<file path="src/rtl/add_serial_pkg.sv">
// Shared definitions for the bit-serial adder/subtractor: default operand
// width and the FSM state encoding.
package add_serial_pkg;

    localparam int ADD_SERIAL_WIDTH = 8;

    // Two-bit state encoding; the fourth code (2'd3) is unused and recovers to IDLE.
    typedef logic [1:0] state_t;

    localparam state_t ST_IDLE = 2'd0;
    localparam state_t ST_ADD  = 2'd1;
    localparam state_t ST_DONE = 2'd2;

endpackage

</file>
<file path="src/rtl/fa_bit.sv">
// One-bit full adder used by the serial datapath to produce the current
// result bit and the carry into the next bit position.
module fa_bit (
    input  logic a,
    input  logic b,
    input  logic cin,
    output logic s,
    output logic cout
);

    assign s    = a ^ b ^ cin;
    assign cout = (a & b) | (a & cin) | (b & cin);

endmodule

</file>
<file path="src/rtl/add_sub_serial.sv">
// Bit-serial adder/subtractor. Operands are latched on a start request,
// processed one bit per clock LSB-first through a single full adder, and the
// result is shifted into the output register from the top. Subtraction is
// done as a + ~b + 1 by inverting b at load time and seeding the carry with 1.
module add_sub_serial
    import add_serial_pkg::*;
#(
    parameter int WIDTH = ADD_SERIAL_WIDTH,
    parameter int CNT_W = $clog2(WIDTH)
) (
    input  logic             clk,
    input  logic             rst,
    input  logic             en,
    input  logic             sub,
    input  logic [WIDTH-1:0] a,
    input  logic [WIDTH-1:0] b,
    output logic [WIDTH-1:0] out,
    output logic             cout,
    output logic             ovf,
    output logic             busy,
    output logic             done
);

    localparam logic [CNT_W-1:0] LAST_CNT = CNT_W'(WIDTH - 1);

    state_t             state_q, state_d;
    logic [WIDTH-1:0]   a_q, a_d;
    logic [WIDTH-1:0]   b_q, b_d;
    logic [WIDTH-1:0]   out_q, out_d;
    logic [CNT_W-1:0]   count_q, count_d;
    logic               carry_q, carry_d;
    logic               cout_q, cout_d;
    logic               ovf_q, ovf_d;

    logic               sum_bit;
    logic               carry_nxt;
    logic               load;

    fa_bit u_fa (
        .a    (a_q[0]),
        .b    (b_q[0]),
        .cin  (carry_q),
        .s    (sum_bit),
        .cout (carry_nxt)
    );

    // A start request is honoured from IDLE and also directly from DONE,
    // which gives back-to-back operation without passing through IDLE.
    assign load = en && ((state_q == ST_IDLE) || (state_q == ST_DONE));

    // Next-state and datapath logic for the three-state sequencer.
    always_comb begin
        state_d = state_q;
        a_d     = a_q;
        b_d     = b_q;
        out_d   = out_q;
        count_d = count_q;
        carry_d = carry_q;
        cout_d  = cout_q;
        ovf_d   = ovf_q;

        case (state_q)
            ST_IDLE, ST_DONE: begin
                if (load) begin
                    a_d     = a;
                    b_d     = sub ? ~b : b;
                    carry_d = sub;
                    out_d   = '0;
                    count_d = '0;
                    state_d = ST_ADD;
                end
            end
            ST_ADD: begin
                out_d   = {sum_bit, out_q[WIDTH-1:1]};
                carry_d = carry_nxt;
                a_d     = a_q >> 1;
                b_d     = b_q >> 1;
                count_d = count_q + CNT_W'(1);
                if (count_q == LAST_CNT) begin
                    cout_d  = carry_nxt;
                    ovf_d   = carry_q ^ carry_nxt;
                    state_d = ST_DONE;
                end
            end
            default: begin
                state_d = ST_IDLE;
                a_d     = '0;
                b_d     = '0;
                out_d   = '0;
                count_d = '0;
                carry_d = 1'b0;
                cout_d  = 1'b0;
                ovf_d   = 1'b0;
            end
        endcase
    end

    // State and datapath registers; reset aborts any operation in flight.
    always_ff @(posedge clk or negedge rst) begin
        if (!rst) begin
            state_q <= ST_IDLE;
            a_q     <= '0;
            b_q     <= '0;
            out_q   <= '0;
            count_q <= '0;
            carry_q <= 1'b0;
            cout_q  <= 1'b0;
            ovf_q   <= 1'b0;
        end else begin
            state_q <= state_d;
            a_q     <= a_d;
            b_q     <= b_d;
            out_q   <= out_d;
            count_q <= count_d;
            carry_q <= carry_d;
            cout_q  <= cout_d;
            ovf_q   <= ovf_d;
        end
    end

    assign out  = out_q;
    assign cout = cout_q;
    assign ovf  = ovf_q;
    assign busy = (state_q == ST_ADD);
    assign done = (state_q == ST_DONE);

endmodule
</file>
<file path="config.mk">
export PLATFORM = sky130hd
export DESIGN_NAME = add_sub_serial
export DESIGN_NICKNAME = d
export VERILOG_FILES = /design/src/rtl/add_serial_pkg.sv /design/src/rtl/fa_bit.sv /design/src/rtl/add_sub_serial.sv
export SDC_FILE = /design/constraint.sdc
export NUM_CORES = 1
export LEC_CHECK = 0
export CAP_MARGIN = 20
export CORE_ASPECT_RATIO = 0.7
export CORE_MARGIN = 4
export CORE_UTILIZATION = 35
export DETAILED_ROUTE_END_ITERATION = 16
export HOLD_SLACK_MARGIN = 0.05
export SLEW_MARGIN = 15
export SYNTH_ARGS = -nofsm -noshare
export SYNTH_HDL_FRONTEND = slang
export SYNTH_SLANG_ARGS = --single-unit
</file>
<file path="constraint.sdc">
create_clock -name clk -period 1.45 [get_ports clk]
set_input_delay 0.3625 -clock clk [delete_from_list [all_inputs] [get_ports clk]]
set_output_delay 0.3625 -clock clk [all_outputs]
set_load 0.01 [all_outputs]
</file>
== Word level (Yosys, flattened, before mapping) ==
Index checks and enable logic that the tools add are counted.
Widths: inputs -> output; s select.
Word-level totals
  bits in registers: 32
  input bits: 20
  output and inout bits: 12
  logic and storage cells: 48
Operators by class
  add/subtract/negate cells: 1
  equal/unequal tests: 5
  multiplexer cells: 18
  bitwise logic cells: 10
  reductions and logical operators: 6
Operators by type and width (count)
  $pmux 8 s2: 3
  $mux 8: 4
  $not 8->8: 1
  $pmux 1 s2: 3
  $pmux 3 s2: 1
  $mux 2: 2
  $pmux 2 s2: 1
  $reduce_and 2->1: 2
  $add 3x1->3 const B: 1
  $and 1x1->1: 3
  $eq 3x3->1 const B: 1
  $mux 1: 3
  $mux 3: 1
  $xor 1x1->1: 3
  $eq 2x1->1 const B: 1
  $eq 2x2->1 const B: 1
  $logic_not 2->1: 1
  $ne 2x1->1 const B: 1
  $ne 2x2->1 const B: 1
  $or 1x1->1: 2
  $reduce_or 2->1: 1
  $logic_and 1x1->1: 1
  $logic_or 1x1->1: 1
  $not 1->1: 1

== Depth between registers and ports, before layout ==
Gate-level depths: netlist of the first run.
  depth in word-level cells: 6
  depth in mapped cells: 6

== By module ==
A second synthesis of the first run with hierarchy kept.
Second synthesis, totals
  cell total of the unflattened synthesis: 131
  area total of the unflattened synthesis: 1589.0 um^2
By module, submodules not included
  add_sub_serial: times used 1, cells each 130, area each 1569.0 um^2, sequential area each 800.8 um^2
  fa_bit: times used 1, cells each 1, area each 20.0 um^2, sequential area each 0.0 um^2

== Worst setup path before layout of the first run ==
Ideal clock, no wire load.
  path type: flip-flop to flip-flop
  from: reg carry_q
  to: reg ovf_q (netlist: ovf)
  library setup time: 0.125 ns
  arrival time: 1.087 ns
  data required time: 1.325 ns
  slack: 0.237 ns
  cell stages (with the launch flop): 4
  buffers on the path: 0
  period minus slack after synthesis: 1.213 ns
  path through: dfrtp_1 fa_1 xnor2_1 o21ai_1
On the way
  longest elaborated chain between the ends: 6
  elaborated cells on any way between the ends: 7
  classes of those cells: mux (2); bitwise (5)
RTL lines
  start: declaration: RTL line add_sub_serial.sv:31  | logic carry_q, carry_d;
  start signal: assignment: RTL line add_sub_serial.sv:115  | carry_q <= carry_d;
  $and 1x1->1: RTL line fa_bit.sv:12  | assign cout = (a & b) | (a & cin) | (b & cin);
  $or 1x1->1 (2 in a row): RTL line fa_bit.sv:12
  $xor 1x1->1 (*): RTL line add_sub_serial.sv:81  | ovf_d = carry_q ^ carry_nxt;
  $mux 1 (*): RTL line add_sub_serial.sv:79  | if (count_q == LAST_CNT) begin
  $pmux 1 s2 (*): RTL line add_sub_serial.sv:62  | case (state_q)
  end signal: assignment: RTL line add_sub_serial.sv:117  | ovf_q <= ovf_d;
  end: declaration: RTL line add_sub_serial.sv:33  | logic ovf_q, ovf_d;
Every way passes the cells marked *; elsewhere a longest branch is shown, timed or not. The select of a mux whose other input is x is not followed.
A chain may end at the register's enable or synchronous reset.

== Worst setup path in the final report of the first run ==
  from: reg state_q[1]
  to: out done
On the way
  longest elaborated chain between the ends: 1
RTL lines
  start: declaration: RTL line add_sub_serial.sv:26  | state_t state_q, state_d;
  start signal: assignment: RTL line add_sub_serial.sv:110  | state_q <= state_d;
  $eq 2x2->1: RTL line add_sub_serial.sv:125  | assign done = (state_q == ST_DONE);
  end: declaration: RTL line add_sub_serial.sv:21  | output logic done
No other way between the ends.

==> results.json, run 1 <==
{
  "status": "finished clean",
  "via_per_inst": 5.04,
  "htreeDepth": 2,
  "leakage_uw": 0.000940,
  "cp_slowest_cell": "dfrtp_1",
  "numPortBuffers": 31,
  "synth_cells": 125,
  "hold_violations": 0,
  "total_power_uw": 3520,
  "die_height_um": 62.3,
  "seqPwrFrac_pct": 42.5,
  "path_buf_inv": 3,
  "synth-async-reset-ratio_pct": 100,
  "wire_per_inst_um": 14.7,
  "switching_share_pct": 35.5,
  "critPathMaxFanout": 3,
  "ios": 32,
  "ys_top_cells_by_area": "dfrtp_1 54%, mux2i_1 6.1%, xnor2_1 5.3%, a32o_1 4.7%, o21ai_0 3.4%",
  "rows": 19,
  "crit_required_ns": 1.09,
  "worstRegToRegCells": 3,
  "fill_cells": 367,
  "synth_edf_count": 0,
  "r2r-end": "ovf$_DFFE_PN0P_",
  "grt_max_degree": 33,
  "grt_usage_pct": 13.6,
  "timing.critical_path.slowest_cell_delay_ns": 0.41,
  "cap_violations": 0,
  "drive_above_1_share_pct": 19.2,
  "cts_buffer_depth": 2,
  "slew_viol_final": 0,
  "switching_power_uw": 1250,
  "final_area_um2": 2000,
  "clkSlewWorstSetupHoldPaths_ns": 0.07,
  "dpl_cell_area_um2": 1890,
  "drt-initial-drc-count": 42,
  "core_um2": 3990,
  "critical_path_class": "flip-flop to primary output",
  "holdBufCountCts": 0,
  "finalCritPeriodShare_pct": 96.7,
  "clkLatencyLatePin_ns": 0.28,
  "p_clk_share_pct": 18.1,
  "ys_types": 28,
  "syn_nets": 148,
  "worst_pin_slew_ns": 0.338,
  "cts_tree": "done",
  "critPathLaunch": "state_q[1]$_DFFE_PN0P_",
  "die-area_um2": 5340,
  "max_slew_margin_pct": 77.4,
  "gr-total-overflow": 0,
  "finClkSkew_ns": 0.00636,
  "cp_cell_sequence": "buf_6 > nand2_4 > inv_2 > buf_6",
  "drc": 0,
  "crit_arrival_ns": 1.04,
  "yosysMostFrequentCell": "dfrtp_1",
  "syn-cell-area_um2": 1480,
  "dr.pass1.iters": 4,
  "die_x_um": 85.6,
  "finalSetupViolCount": 0,
  "wl_um": 3300,
  "grt_pass1_vias": 1207,
  "initial_core_util_pct": 37.0,
  "dr_total_vias": 1130,
  "numCtsBuffers": 5,
  "cp_top_family": "flip-flops",
  "dp_hpwl_um": 2300,
  "grt_pass1_wl_um": 5800,
  "avgSynthCellArea_um2": 11.8,
  "ys_warn_count": 0,
  "ant_nets": 0,
  "worstSetupStartpointType": "flip-flop",
  "synth-main-ff-cell": "dfrtp_1",
  "cts.sinks": 32,
  "cp_common_cell": "buf_6",
  "power_density_nw_per_um2": 1770,
  "p_int_uw": 2270,
  "finalNetCount": 195,
  "fin_crit_ns": 1.40,
  "seqCellArea_um2": 801,
  "root_buffer": "clkbuf_8",
  "hold_path.class": "input pin to async pin",
  "gp_congestion": 0.761,
  "r2r_setup_slack_ns": 0.17,
  "antenna_found_initial": 0,
  "cp-end-kind": "primary output",
  "multi_input_area_um2": 586,
  "synth_top_area_share_pct": 54.2,
  "ys_seq_area_share_pct": 54.2,
  "area_growth_pct": 35.2,
  "r2r_start": "carry_q$_DFFE_PN0P_",
  "grt_setup_unrepaired": "false",
  "ir_drop_v": 0.000604,
  "max_clock_freq_mhz": 713,
  "p_comb_share_pct": 39.4,
  "n_antenna_cell": 0,
  "synth_common_cells": "32 x dfrtp_1, 12 x nand2_1, 10 x o21ai_0",
  "yosys.area.top_type": "dfrtp_1",
  "synth_seq_cells": 32
}
[layout make-up]
class	instances	area share (%)
inverter	4	1.07
clock buffer	6	3.64
timing repair buffer	49	22.3
clock inverter	1	0.251
sequential	32	40.1
tap	52	3.26
multi-input combinational	80	29.3
[worst max path at each step]
stage | endpoint | slack [ns] | depth (start not counted)
after detailed placement | b_q[6]$_DFFE_PN0P_ | -0.27 | 4
after global placement | b_q[3]$_DFFE_PN0P_ | -0.18 | 4
after global routing | done | 0.009 | 4
after CTS | done | 0.02 | 4
final | done | 0.05 | 4
after floorplan | ovf$_DFFE_PN0P_ | 0.24 | 3
[state kept, by name (all words and copies together), names as in the netlist]
name     count
state_q      2
ovf          1
cout         1
out          8
a_q          8
carry_q      1
count_q      3
b_q          8
[stage by stage]
stage | util (%) | hold slack (ns) | setup TNS, ns | std cells | setup slack [ns]
after floorplan | - | 0.0669 | 0 | 125 | 0.237
after global placement | 47.3 | 0.474 | -3.16 | 213 | -0.178
after detailed placement | 47.3 | 0.482 | -4.89 | 213 | -0.270
after CTS | 49.0 | 0.439 | 0 | 221 | 0.0206
after global routing | 50.0 | 0.465 | 0 | 224 | 0.00852
final | 50.0 | 0.438 | 0 | 224 | 0.0483
[placed cells by master, fill, tap and decap left out, types with 2 or more instances in the layout]
master,synthesis,routed
a32oi_1,5,5
dlygate4sd2_1,0,10
o22ai_1,5,5
inv_2,1,2
buf_6,2,2
clkdlybuf4s50_1,0,18
dfrtp_1,32,32
nor2_1,5,5
buf_4,2,15
buf_2,2,2
a22o_1,3,3
nand2_1,12,11
xnor2_1,9,9
a32o_1,7,7
o21ai_1,6,6
clkbuf_8,1,5
ha_1,2,2
o21ai_0,10,10
mux2i_1,9,9
[cell families after synthesis]
logic type | after synthesis | synth area share, %
AO/OA/AOI/OAI | 40 | 19.1
flip-flops | 32 | 54.2
AND/OR/NAND/NOR | 19 | 5.59
buffers and inverters | 13 | 6.61
XOR/XNOR | 9 | 5.34
multiplexers | 9 | 6.10
adder cells (fa/ha/maj) | 3 | 3.05
[power groups by stage]
stage                     sequential, uW  combinational, uW  clock, uW
final                               1500               1390        638
after detailed placement            1520               1450          0
after floorplan                     1500                885          0
after CTS                           1500               1370        655
after global placement              1500               1410          0
after global routing                1550               1540        688
[routing by layer]
layer / wire [um] / up-vias / GRT usage, %
met5: 0 / - / 0
met4: 65 / 0 / 7.11
met3: 133 / 8 / 3.30
met2: 1460 / 29 / 19.9
met1: 1650 / 547 / 18.7
li1: - / 546 / -
[what timing repair did]
item / CTS / global route
resized for setup: 20 / 5
endpoints found under the setup margin: 12 / 13
setup buffers: 1 / 3
No activity file was read; power rests on OpenSTA's default activity.
==> run 2, diff against run 1 <==
- CORE_UTILIZATION: 35 -> 41
- PLACE_DENSITY: unset -> 0.67
==> results.json, run 2 (synthesis gave the netlist of run 1 again) <==
{
  "clkSlewWorstSetupHoldPaths_ns": 0.07,
  "power_density_nw_per_um2": 1820,
  "antenna_found_initial": 0,
  "timing.critical_path.slowest_cell_delay_ns": 0.40,
  "cp_cell_sequence": "buf_6 > nand2b_4 > inv_4 > buf_2",
  "clkLatencyLatePin_ns": 0.27,
  "finalSetupViolCount": 0,
  "finClkSkew_ns": 0.00430,
  "max_clock_freq_mhz": 713,
  "final_common_cell": "dfrtp_1",
  "dr.pass1.iters": 4,
  "leakage_uw": 0.000920,
  "cts_tree": "done",
  "die-area_um2": 4640,
  "grt_usage_pct": 15.4,
  "drc": 0,
  "worstSetupStartpointType": "flip-flop",
  "gr-total-overflow": 0,
  "cts.sinks": 32,
  "whs_ns": 0.448,
  "holdBufCountCts": 0,
  "critical_path_class": "flip-flop to primary output",
  "cap_violations": 0,
  "hold_violations": 0,
  "ir_drop_v": 0.000687,
  "htreeDepth": 2,
  "grt_max_degree": 33,
  "crit_required_ns": 1.09,
  "ant_nets": 0,
  "drive_above_1_share_pct": 16.4,
  "dp_hpwl_um": 2210,
  "die_x_um": 79.7,
  "max_slew_margin_pct": 74.0,
  "cp_slowest_cell": "dfrtp_1",
  "rows": 17,
  "via_per_inst": 5.20,
  "fin_crit_ns": 1.40,
  "dr_total_vias": 1134,
  "die_height_um": 58.2,
  "wire_per_inst_um": 14.5,
  "critPathLaunch": "state_q[0]$_DFFE_PN0P_",
  "ios": 32,
  "r2r_start": "carry_q$_DFFE_PN0P_",
  "root_buffer": "clkbuf_8",
  "finalNetCount": 193,
  "critPathMaxFanout": 3,
  "grt_pass1_vias": 1182,
  "core_um2": 3300,
  "drt-initial-drc-count": 60,
  "cts_buffer_depth": 2,
  "wl_um": 3150,
  "finalCritPeriodShare_pct": 96.8,
  "initial_core_util_pct": 44.8,
  "hold_path.class": "input pin to async pin",
  "area_growth_pct": 33.4,
  "cp-end-kind": "primary output",
  "crit_arrival_ns": 1.04,
  "status": "finished clean",
  "slew_viol_final": 0,
  "numPortBuffers": 31,
  "grt_pass1_wl_um": 5500,
  "grt_setup_unrepaired": "false",
  "total_power_uw": 3580,
  "numCtsBuffers": 5,
  "worst_pin_slew_ns": 0.389,
  "n_antenna_cell": 0,
  "layout_common_cells": "32 x dfrtp_1, 19 x clkdlybuf4s50_1, 14 x buf_4, 12 x nand2_1",
  "worstRegToRegCells": 3,
  "gp_congestion": 0.731
}
[run 2: worst paths after layout]
| kind | end | slack [ns] |
|---|---|---|
| setup / recovery | busy | 0.05 |
| hold / removal | a_q[7]$_DFFE_PN0P_ | 0.45 |
| max in group asynchronous | carry_q$_DFFE_PN0P_ | 0.83 |
| hold reg to reg | a_q[4]$_DFFE_PN0P_ | 0.49 |
| setup reg to reg | ovf$_DFFE_PN0P_ | 0.13 |
| min in group clk | a_q[4]$_DFFE_PN0P_ | 0.49 |
[run 2: what timing repair did]
item,CTS,global route
buffers inserted,2,1
hold endpoints to repair,0,0
pin swaps,1,0
endpoints found under the setup margin,12,2
gates resized for setup,17,1
[run 2: routing by layer]
layer  track usage [%]  vias to the layer above  share of wire, %
met3              3.88                        0               4.5
met5                 0                        -                 0
met4              5.39                        0                 0
met2              23.2                       25                46
met1              21.6                      564                49
li1                  -                      545                 -
[run 2: layout make-up]
type	instances	area, um^2
clock buffer	8	90.1
timing repair buffer	47	424
inverter	4	17.5
tap	47	58.8
fill	287	1330
sequential	32	801
multi-input combinational	80	578
[run 2: stage by stage]
step	setup TNS, ns	setup slack [ns]	cells	utilization [%]	instance area [um^2]
final	0	0.0468	218	59.7	1970
after global routing	0	0.00489	218	59.7	1970
after CTS	-0.000977	-0.000977	217	59.7	1970
after detailed placement	-2.60	-0.162	207	56.9	1880
after global placement	-1.75	-0.110	207	56.9	1880
after floorplan	0	0.237	125	-	1480
[run 2: report_power, final]
group / internal, uW / total [uW] / switching (uW)
Combinational: 699 / 1400 / 697
Sequential: 1250 / 1490 / 238
Clock: 387 / 696 / 309
Total: 2340 / 3580 / 1240
[run 2: critical path, delay by kind of cell (launching register included)]
kind          cells  cell delay (ns)
simple gates      1             0.08
buf+inv           3             0.29
flops             1             0.40
